## src/rtl/ex_muldiv_ctrl.sv

```systemverilog
// ---------------------------------------------------------------------------
// ex_muldiv_ctrl
//   Iterative unsigned multiply / divide unit for the EX stage. One operation
//   takes 32 iterations (one per cycle). The unit stalls the front of the
//   pipeline while it works and pulses DoneE for one cycle when the result is
//   valid.
//
//   State table:
//     state | meaning
//     IDLE  | waiting for StartE; operands latched on accept
//     BUSY  | one shift-add / restoring-divide iteration per cycle
//     DONE  | result presented on MDResultE, DoneE high for this cycle
//     (3)   | illegal encoding, recovers to IDLE
//
// Ports:
//   clk        clock, rising edge
//   reset      synchronous, active-low
//   StartE     mul/div instruction present in EX (held while stalled)
//   MDOpE      00 MUL, 01 MULHU, 10 DIVU, 11 REMU
//   SrcAE      multiplicand / dividend
//   SrcBE      multiplier / divisor
//   AbortE     flush of EX; cancels any operation in flight
//   StallMD    stall request to the hazard unit
//   DoneE      one-cycle completion pulse
//   MDResultE  result, held until the next completion
//   BusyE      high while iterating
// ---------------------------------------------------------------------------
module ex_muldiv_ctrl #(
  parameter int WIDTH = 32,
  parameter int CNTW  = 5
) (
  input  logic             clk,
  input  logic             reset,
  input  logic             StartE,
  input  logic [1:0]       MDOpE,
  input  logic [WIDTH-1:0] SrcAE,
  input  logic [WIDTH-1:0] SrcBE,
  input  logic             AbortE,
  output logic             StallMD,
  output logic             DoneE,
  output logic [WIDTH-1:0] MDResultE,
  output logic             BusyE
);

  localparam logic [1:0] S_IDLE = 2'd0;
  localparam logic [1:0] S_BUSY = 2'd1;
  localparam logic [1:0] S_DONE = 2'd2;

  localparam logic [1:0] OP_MUL   = 2'd0;
  localparam logic [1:0] OP_MULHU = 2'd1;
  localparam logic [1:0] OP_DIVU  = 2'd2;

  localparam logic [CNTW-1:0] CNT_LAST = CNTW'(WIDTH - 1);

  logic [1:0]         r_state;
  logic [1:0]         w_next;

  logic [CNTW-1:0]    r_cnt;
  logic [1:0]         r_op;
  logic [WIDTH-1:0]   r_mcand;
  // Low half starts as the multiplier and is shifted out LSB first while the
  // partial product grows into the high half.
  logic [2*WIDTH-1:0] r_acc;
  logic [WIDTH-1:0]   r_div;
  // Starts as the dividend; its MSB feeds the remainder each step and the new
  // quotient bit enters at the LSB.
  logic [WIDTH-1:0]   r_q;
  logic [WIDTH:0]     r_rem;
  logic [WIDTH-1:0]   r_result;

  logic               w_start;
  logic               w_done;
  logic [WIDTH:0]     w_madd;
  logic [WIDTH+1:0]   w_shift;
  logic               w_ge;
  logic [WIDTH:0]     w_sub;
  logic [WIDTH-1:0]   w_final;

  assign w_start = (r_state == S_IDLE) && StartE && !AbortE;
  assign w_done  = (r_state == S_DONE) && !AbortE;

  // Multiply step
  assign w_madd = {1'b0, r_acc[2*WIDTH-1:WIDTH]} + (r_acc[0] ? {1'b0, r_mcand} : '0);

  // Restoring divide step. The remainder is always below the divisor, so the
  // shifted value fits in WIDTH+1 bits whenever the subtraction is taken.
  assign w_shift = {r_rem, r_q[WIDTH-1]};
  assign w_ge    = w_shift >= {2'b00, r_div};
  assign w_sub   = w_shift[WIDTH:0] - {1'b0, r_div};

  always_comb begin
    w_final = r_rem[WIDTH-1:0];
    case (r_op)
      OP_MUL:   w_final = r_acc[WIDTH-1:0];
      OP_MULHU: w_final = r_acc[2*WIDTH-1:WIDTH];
      OP_DIVU:  w_final = r_q;
      default:  w_final = r_rem[WIDTH-1:0];
    endcase
  end

  // State register
  always_ff @(posedge clk) begin
    if (!reset) begin
      r_state <= S_IDLE;
    end else begin
      r_state <= w_next;
    end
  end

  // Next-state logic
  always_comb begin
    w_next = S_IDLE;
    case (r_state)
      S_IDLE: begin
        if (StartE && !AbortE) w_next = S_BUSY;
        else                   w_next = S_IDLE;
      end
      S_BUSY: begin
        if (AbortE)                 w_next = S_IDLE;
        else if (r_cnt == CNT_LAST) w_next = S_DONE;
        else                        w_next = S_BUSY;
      end
      S_DONE:  w_next = S_IDLE;
      default: w_next = S_IDLE;
    endcase
  end

  // Outputs. In DONE the freshly computed value is forwarded so it is valid in
  // the same cycle as the DoneE pulse; the register keeps it afterwards.
  always_comb begin
    StallMD   = w_start || (r_state == S_BUSY);
    BusyE     = (r_state == S_BUSY);
    DoneE     = w_done;
    MDResultE = w_done ? w_final : r_result;
  end

  // Datapath
  always_ff @(posedge clk) begin
    if (!reset) begin
      r_cnt    <= '0;
      r_op     <= '0;
      r_mcand  <= '0;
      r_acc    <= '0;
      r_div    <= '0;
      r_q      <= '0;
      r_rem    <= '0;
      r_result <= '0;
    end else begin
      if (w_start) begin
        r_cnt   <= '0;
        r_op    <= MDOpE;
        r_mcand <= SrcAE;
        r_acc   <= {{WIDTH{1'b0}}, SrcBE};
        r_div   <= SrcBE;
        r_q     <= SrcAE;
        r_rem   <= '0;
      end else if ((r_state == S_BUSY) && !AbortE) begin
        r_cnt <= r_cnt + 1'b1;
        r_acc <= {w_madd, r_acc[WIDTH-1:1]};
        r_rem <= w_ge ? w_sub : w_shift[WIDTH:0];
        r_q   <= {r_q[WIDTH-2:0], w_ge};
      end

      if (w_done) begin
        r_result <= w_final;
      end
    end
  end

endmodule

```

## config.mk

```make
export PLATFORM = sky130hd
export DESIGN_NAME = ex_muldiv_ctrl
export DESIGN_NICKNAME = d
export VERILOG_FILES = /design/src/rtl/ex_muldiv_ctrl.sv
export SDC_FILE = /design/constraint.sdc
export NUM_CORES = 1
export LEC_CHECK = 0
export BUFFER_PORTS_ARGS = -buffer_cell sky130_fd_sc_hd__buf_4
export CAP_MARGIN = 20
export CORE_ASPECT_RATIO = 1.2
export CORE_UTILIZATION = 45
export DETAILED_ROUTE_END_ITERATION = 8
export GPL_TIMING_DRIVEN = 0
export PLACE_DENSITY = 0.69
export SETUP_SLACK_MARGIN = 0.1
export SYNTH_ARGS = -nofsm -noshare
export SYNTH_HDL_FRONTEND = slang
export SYNTH_SLANG_ARGS = --single-unit
```

## constraint.sdc

```tcl
create_clock -name clk -period 3.3 [get_ports clk]
set_input_delay 0.66 -clock clk [delete_from_list [all_inputs] [get_ports clk]]
set_output_delay 0.66 -clock clk [all_outputs]
set_load 0.01 [all_outputs]
```

Yosys cells after proc, flatten, opt, wreduce, memory -nomap -nowiden:

Index checks and enable logic that the tools add are counted.

* reduce and logical (&&, ||, !) cells: 11
* add/sub/neg operators: 3
* muxes and demuxes: 12
* magnitude comparators: 1
* bitwise operators: 1
* equal/unequal tests: 5

Operator list (number)
* 32-bit two-way mux: 6
* 32-bit case mux with 3 select lines: 1
* 34-bit by 32-bit >= comparator with 1-bit output: 1
* 32-bit by 32-bit adder with 33-bit output: 1
* 33-bit two-way mux: 1
* 33-bit by 32-bit subtractor with 33-bit output: 1
* 5-bit by 1-bit adder with 5-bit output, second input constant: 1
* 5-bit == test, second input constant: 1
* 1-bit logical AND: 5
* 2-bit by 1-bit == test with 1-bit output, second input constant: 2
* 2-bit == test, second input constant: 2
* 2-bit logical NOT: 2
* 2-bit two-way mux: 2
* 2-bit case mux with 2 select lines: 1
* 2-bit nonzero test: 1
* 2-bit OR reduction: 1
* 1-bit logical NOT: 1
* 1-bit logical OR: 1
* 1-bit two-way mux: 1
* 1-bit inverter: 1

* logic and storage cells: 43
* bits in registers: 234
* input bits: 70

Logic depth before layout (Yosys ltp):

Gate-level depths: netlist (run 1).

* depth after elaboration: 4
* mapped depth: 16

Least setup slack after synthesis (run 1):

Ideal clock, no wire load.

* path type: reg2reg
* start: register r_acc[0]
* end: register r_acc[61]
* arrival time: 2775 ps
* library setup time: 129 ps
* path buffers: 1
* setup slack: 397 ps
* stages on the path, launching flop included: 15
* required time: 3171 ps
* clock period less this slack: 2903 ps
* cell sequence: dfxtp_1 -> clkbuf_1 -> and2_1 -> ha_1 -> fa_1 -> a21oi_1 -> o211ai_1 -> a22oi_1 -> a21oi_1 -> a211oi_1 -> nor3_1 -> o22a_1 -> a31oi_1 -> xor2_1 -> o21ai_0

* longest elaborated chain between the ends: 2

Ends and longest elaborated chain
* from (decl): line 63 `logic [2*WIDTH-1:0] r_acc;`
* from (signal assigned): line 153 `r_acc <= {{WIDTH{1'b0}}, SrcBE};`
* from (signal assigned): line 159 `r_acc <= {w_madd, r_acc[WIDTH-1:1]};`
* 32-bit two-way mux: line 83 `assign w_madd = {1'b0, r_acc[2*WIDTH-1:WIDTH]} + (r_acc[0] ? {1'b0, r_mcand} : '0);`
* 32-bit by 32-bit adder with 33-bit output: line 83

Every way passes these cells.
A chain may end at the register's enable or synchronous reset.

Worst setup path in the final report (run 1):

Same ends and word-level chain as after synthesis.

==> results of run 1 <==
-- sequential cells by signal, indices dropped and copies added (netlist names) --
register / count
r_q: 32
r_acc: 64
r_mcand: 32
r_rem: 33
r_cnt: 5
r_state: 2
r_result: 32
r_div: 32
r_op: 2
-- logic make-up after synthesis --
family / count (synthesis) / synth area share (%)
flops: 234 / 36.88
xor+xnor: 56 / 3.862
simple gates: 541 / 18.88
buf+inv: 144 / 4.561
mux: 77 / 9.546
compound gates: 413 / 19.45
fa+ha+maj: 68 / 6.817
-- where the power goes --
part	internal (mW)	switching (mW)
sequential	2.92	0.0834
combinational	0.583	0.795
clock	1.74	1.19
-- timing repair --
action / 4_1_cts / 5_1_grt
pin swaps: 6 / 20
setup buffers: 2 / 5
resized for setup: 36 / 59
endpoints found under the setup margin: 73 / 71
-- cell type report --
type	instances	area [um^2]	share of cell area, %
Multi-Input combinational cell	1155	7671	50.58
Sequential cell	234	4692	30.94
Timing Repair Buffer	110	825.8	5.445
Clock buffer	33	705.7	4.653
Tap cell	379	474.2	3.127
Buffer	92	459.2	3.028
Inverter	51	191.4	1.262
Clock inverter	12	147.6	0.9734
-- metal layers --
metal | vias to the layer above | global-route usage (%) | wire length [um]
li1 | 5647 | - | -
met1 | 5647 | 35.76 | 16720
met2 | 498 | 47.93 | 19370
met3 | 103 | 2.445 | 2928
met4 | 0 | 12.82 | 1771
met5 | - | 0 | 0
-- worst min-delay path by stage --
stage / from / end / slack, ns / cells after the start
2_1_floorplan: r_mcand[0] / r_mcand[0] / 0.43 / 2
3_3_place_gp: r_mcand[10] / r_mcand[10] / 0.44 / 2
3_5_place_dp: r_mcand[17] / r_mcand[17] / 0.44 / 2
4_1_cts: MDOpE[0] / r_op[0] / 0.40 / 3
5_1_grt: MDOpE[0] / r_op[0] / 0.41 / 3
6_report: MDOpE[0] / r_op[0] / 0.40 / 3
-- layout by cell type (no fill, tap or decap), types with 6 or more instances in the layout --
cell type and n:
clkbuf_16 25, o21a_1 8, mux2i_1 12, dfxtp_1 230, ha_2 6, and2_1 66, o21ai_1 7, mux4_2 32
a21oi_1 173, nand4_1 9, a31oi_1 70, and3_1 10, a21o_1 25, o21bai_1 8, o211ai_1 9, xor2_1 25
clkbuf_1 71, clkbuf_2 8, a211oi_1 9, buf_4 113, nor2_1 55, a21oi_2 9, inv_1 50, ha_1 58
xnor2_1 31, nand2_1 331, nand3_1 24, nand2b_1 9, mux2_2 33, nor3_1 10, o21ai_0 57
-- worst max-delay path: stages, from the launching register on --
cell	delay [ns]
dfxtp_4	0.39
buf_8	0.15
and2_4	0.17
ha_4	0.16
fa_2	0.38
a21oi_2	0.19
o211ai_1	0.17
a22oi_2	0.32
a21oi_4	0.12
a211oi_2	0.26
nor3_1	0.10
o22a_1	0.22
a31oi_1	0.23
xor2_1	0.16
o21ai_1	0.07
==> results by group, run 1 <==
Route
  – DRC violations left: 2
  – Post-route ant nets: 0
  – DR vias: between 10000 and 15000
  – Drt wl/cell: 19.74 um
  – Vias per inst: about 5.8
  – Post-Route WL: 40780 um
  – 1st-iter DRT viols: between 900 and 1000
  – Pre-antenna DRT Iters: 7

Setup path
  – Arrival @ worst endpoint: roughly 3.6 ns
  – Reg2Reg Capture Point: r_acc[61]
  – Critical Path End: r_acc[61]
  – R2R depth: 14
  – Worst flop-to-flop path startpoint: r_acc[0]
  – Crit. Startpoint: r_acc[0]
  – Flop2flop setup slack: 0.09 ns
  – Worst Setup Path Type: reg2reg
  – Worst Setup Start Kind: register
  – Crit. End Element: register
  – CP Max Fanout: 10
  – Required @ worst endpoint: about 3.7 ns

Clock network
  – CTS tree: built
  – Clk buf depth: 3
  – Root Buffer: clkbuf_16
  – Clock slew at reported path FFs: 0.06 ns
  – CTS sink count: about 230
  – Clock Latency Late Sink: 0.52 ns
  – Htree depth: 1
  – # hold bufs at CTS: 0
  – CTS Buf Count: 25

Global routing
  – Gr ovfl total: 0
  – Number of antenna violations at the first check in global routing: 0
  – Total track usage: about 28%
  – Number of global-route vias before repair: 11220
  – First-pass GRT wire length: roughly 62000 um
  – Largest net degree at the start of global routing: 15

Yosys
  – Most frequent cells after synthesis: nand2_1, dfxtp_1, a21oi_1
  – Async SR Flop Fraction: 0%
  – Avg Inst Size Synth: 8.285 um^2
  – Cell area after synthesis: 12700 um^2
  – Ys Warns: 0
  – Post-synth EDFFs: 0
  – Syn nets: 1671
  – Top-area cell type share of the netlist area: between 30% and 40%
  – Count leader, synth: nand2_1
  – Yosys cell types: 66
  – Synth area leader: dfxtp_1
  – Sequential area share after synthesis: between 30% and 40%
  – Flop and latch count out of synthesis: roughly 230
  – Main synth FF type: dfxtp_1
  – Post-Syn Instances: approximately 1500
  – Synth top area cells: dfxtp_1, nand2_1, a21oi_1

Outcome
  – Failing checks: design-rule violations
  – Status: complete, but fails checks

Power
  – Pwr Density: approximately 480 nW/um^2
  – Max VDD drop: 0.3585 mV
  – Leakage: approximately 6.0 nW
  – Tot Pwr: approximately 7.3 mW

STA
  – Period Utilization, post-route: 97.20%
  – Final Setup Violations: 0
  – Final Hold Viols: 0
  – Fmax: between 0.3 and 0.4 GHz
  – Fin. max-slew vios: 0
  – Clock Skew: 0.01205 ns
  – Post-Route Setup TNS: 0 ns
  – PnR worst setup slack: just over 0.09 ns
  – WHS: between 0.4 and 0.5 ns
  – Worst slew pin tran: between 0.8 and 0.9 ns
  – Slew margin rel.: around 40%
  – Minimum clock period: 3.207 ns
  – RSZ-0062 raised after global routing: true

Floorplanning
  – Die height: 186.0 um
  – Floorplan row count: between 60 and 70
  – Die area: ~29000 um^2
  – Die X: between 150 and 200 um
  – Initial Util: 45.63%
  – Core area: 27830 um^2
  – Boundary Pins: 105

Place
  – Routability cong.: 0.9091
  – Port-buffer cells: about 100
  – Pre-CTS setup slack: -0.4322 ns
  – DP Area: roughly 14000 um^2
  – DP HPWL: 31100 um
  – Dpl cells: slightly above 2000

Layout
  – Fillers: 2617
  – Fraction of layout cells with a size suffix above 1: 17.61%
  – Final Cell Area: ~15000 um^2
  – Non-filler cells, final: 2066
  – # diodes: 0
  – # nets final: ~1800
  – Area grow syn2layout: 19.42%
  – Final core utilization: 54.50%

Run
  – Max_cap viols: 0

Min path
  – Hold Path Class: in2reg
Note: power is estimated with default switching activity, not from simulation.
==> inputs of run 2 (changes only) <==
--- a/config.mk
+++ b/config.mk
@@ -7,11 +7,13 @@
 export LEC_CHECK = 0
 export BUFFER_PORTS_ARGS = -buffer_cell sky130_fd_sc_hd__buf_4
 export CAP_MARGIN = 20
+export CELL_PAD_IN_SITES_DETAIL_PLACEMENT = 1
+export CELL_PAD_IN_SITES_GLOBAL_PLACEMENT = 1
 export CORE_ASPECT_RATIO = 1.2
 export CORE_UTILIZATION = 45
 export DETAILED_ROUTE_END_ITERATION = 8
 export GPL_TIMING_DRIVEN = 0
-export PLACE_DENSITY = 0.69
+export PLACE_DENSITY = 0.85
 export SETUP_SLACK_MARGIN = 0.1
 export SYNTH_ARGS = -nofsm -noshare
 export SYNTH_HDL_FRONTEND = slang
==> constraint.sdc (replaced) <==
create_clock -name clk -period 3.8 [get_ports clk]
set_input_delay 0.76 -clock clk [delete_from_list [all_inputs] [get_ports clk]]
set_output_delay 0.76 -clock clk [all_outputs]
set_load 0.01 [all_outputs]
==> run 2 against run 1 <==
The run now ends clean. Clock skew is 0.0080 ns higher. Setup slack improved by 0.15 ns. Die area is the same. Clock power shrank 14%. First-iteration DRC count increased by 6.7%. Cell area fell by 2.2%. Final cell count decreased by 0.29%. Sequential power is 13% lower. Critical path type is now reg2out. Largest power group unchanged.
==> results by group, run 2 (synthesized netlist as in run 1, its figures left out) <==
Global routing
  – Number of global-route vias before repair: 12710 (+13%)
  – Number of antenna violations at the first check in global routing: 0 (unchanged)
  – First-pass GRT wire length: 71690 um (+15%)
  – Largest net degree at the start of global routing: 15 (unchanged)
  – Total track usage: 32.43% (+4.4 points)
  – Gr ovfl total: 0 (unchanged)

Place
  – Dpl cells: 2015 (unchanged)
  – DP Area: 13950 um^2 (unchanged)
  – Port-buffer cells: 103 (unchanged)
  – Pre-CTS setup slack: -0.04239 ns (+0.3898 ns)
  – DP HPWL: 35740 um (+15%)
  – Routability cong.: 0.9151 (+0.66%)

Power
  – Power share of the clock group: 40.1% (about the same)
  – Logic pwr share: 18.5% (-0.4 points)
  – Leakage: 5.973 nW (-1.2%)
  – Pint: 4.456 mW (-15%)
  – Max VDD drop: 0.2969 mV (-17%)
  – Share of power burned in registers: 41.4% (+0.4 points)
  – Switching power: 1.853 mW (-10%)
  – Switching part of the total power: 29.37% (+1.1 points)
  – Pwr Density: 425.2 nW/um^2 (-12%)

STA
  – Final Hold Viols: 0 (unchanged)
  – Fin. max-slew vios: 0 (unchanged)
  – Clock Skew: 0.02010 ns (+0.008050 ns)
  – Slew margin rel.: 38.51% (-1.8 points)
  – Final Setup Violations: 0 (unchanged)
  – PnR worst setup slack: 0.2411 ns (+0.1486 ns)
  – Fmax: about 0.28 GHz
  – Period Utilization, post-route: 93.65%
  – Minimum clock period: 3.559 ns
  – RSZ-0062 raised after global routing: false
  – Worst slew pin tran: 0.9224 ns (+0.02730 ns)

Clock network
  – Root Buffer: clkbuf_16
  – CTS tree: built
  – CTS sink count: 234 (unchanged)
  – Clock Latency Late Sink: 0.55 ns (+0.03 ns)
  – Clock slew at reported path FFs: 0.06 ns (about the same)
  – Htree depth: 1 (unchanged)
  – CTS Buf Count: 25 (unchanged)
  – Clk buf depth: 3 (unchanged)

Layout
  – Biggest regs: r_acc: 64 flops, r_rem: 33 flops
  – Max reg flops: 64 (unchanged)
  – Area grow syn2layout: 16.84%
  – Largest Register: r_acc
  – # nets final: 1802 (-0.28%)
  – # diodes: 0 (unchanged)
  – Non-filler cells, final: 2060 (-0.29%)
  – Final core utilization: 53.32% (-1.2 points)
  – Leading cell type in the layout, fill and taps excluded: nand2_1
  – Commonest cells after routing, fill and taps aside: nand2_1, dfxtp_1, a21oi_1
  – Fraction of layout cells with a size suffix above 1: 15.17% (-2.4 points)
  – Final Cell Area: 14840 um^2 (-2.2%)

Setup path
  – Arrival @ worst endpoint: 2.80 ns (-0.80 ns)
  – Required @ worst endpoint: 3.04 ns (-0.65 ns)
  – CP Max Fanout: 10 (unchanged)
  – Crit. End Element: primary output
  – Flop2flop setup slack: 0.29 ns (+0.20 ns)
  – Worst Setup Start Kind: register
  – Worst Setup Path Type: reg2out

Floorplanning
  – Die area: 28900 um^2 (unchanged)
  – Initial Util: 45.63% (unchanged)
  – Floorplan row count: 67 (unchanged)
  – Die height: 186.0 um (unchanged)
  – Boundary Pins: 105 (unchanged)
  – Core area: 27830 um^2 (unchanged)
  – Die X: 155.4 um (unchanged)

Route
  – Vias per inst: 5.950 (+3.3%)
  – DR vias: 12260 (+3.0%)
  – Post-Route WL: 46640 um (+14%)
  – 1st-iter DRT viols: 1004 (+6.7%)
  – DRC violations left: 0 (-2)
  – Pre-antenna DRT Iters: 5 (-2)
  – Drt wl/cell: 22.64 um (+15%)
  – Post-route ant nets: 0 (unchanged)

Run
  – Max_cap viols: 0 (unchanged)

Min path
  – Hold Path Class: reg2reg

Outcome
  – Status: completed
run 2: stage by stage:
step / TNS, ns / power [mW] / hold WS, ns
after floorplan: 0 / 3.424 / 0.4317
after global placement: 0 / 3.762 / 0.4371
after detailed placement: -0.05603 / 3.792 / 0.4450
after CTS: 0 / 6.299 / 0.4516
after global routing: 0 / 6.520 / 0.4704
final: 0 / 6.310 / 0.4497
run 2: final cells by class:
class                      instances  area [um^2]
fill                            3392        12990
multi-input combinational       1155         7468
sequential                       234         4684
timing repair buffer             104        778.2
clock buffer                      33        715.7
tap                              379        474.2
buffer                            93        406.6
inverter                          51        191.4
clock inverter                    11        120.1
run 2: critical path, stage by stage (launching register included):
cell and delay [ns]:
dfxtp_1 0.32, clkbuf_1 0.37, clkdlybuf4s15_2 0.52, mux4_2 0.56
mux2_2 0.33, buf_4 0.16
run 2: worst paths after layout:
path               startpoint       endpoint  depth (start not counted)
setup / recovery      r_op[0]  MDResultE[21]                          5
hold / removal    r_mcand[13]    r_mcand[13]                          2
setup reg to reg     r_acc[0]      r_acc[61]                         14
hold reg to reg   r_mcand[13]    r_mcand[13]                          2
run 2: power groups by stage:
stage,Clock (mW),Combinational (mW),Sequential [mW]
after detailed placement,0,1.13,2.66
final,2.53,1.17,2.61
after CTS,2.54,1.15,2.61
after floorplan,0,0.799,2.63
after global placement,0,1.11,2.65
after global routing,2.64,1.26,2.62
run 2: metal layers:
| layer | share of wire, % | global-route usage, % | up-vias |
|---|---|---|---|
| met3 | 6.8 | 4.307 | 131 |
| met5 | 0 | 0 | - |
| met1 | 39 | 39.00 | 6046 |
| met2 | 49 | 56.65 | 446 |
| li1 | - | - | 5634 |
| met4 | 4.8 | 16.39 | 0 |
run 2: what timing repair did:
action	4_1_cts	5_1_grt
hold endpoints to repair	0	0
endpoints found under the setup margin	30	24
resized for setup	10	11
buffers inserted	0	0
hold buffers	0	0
pin swaps	0	0
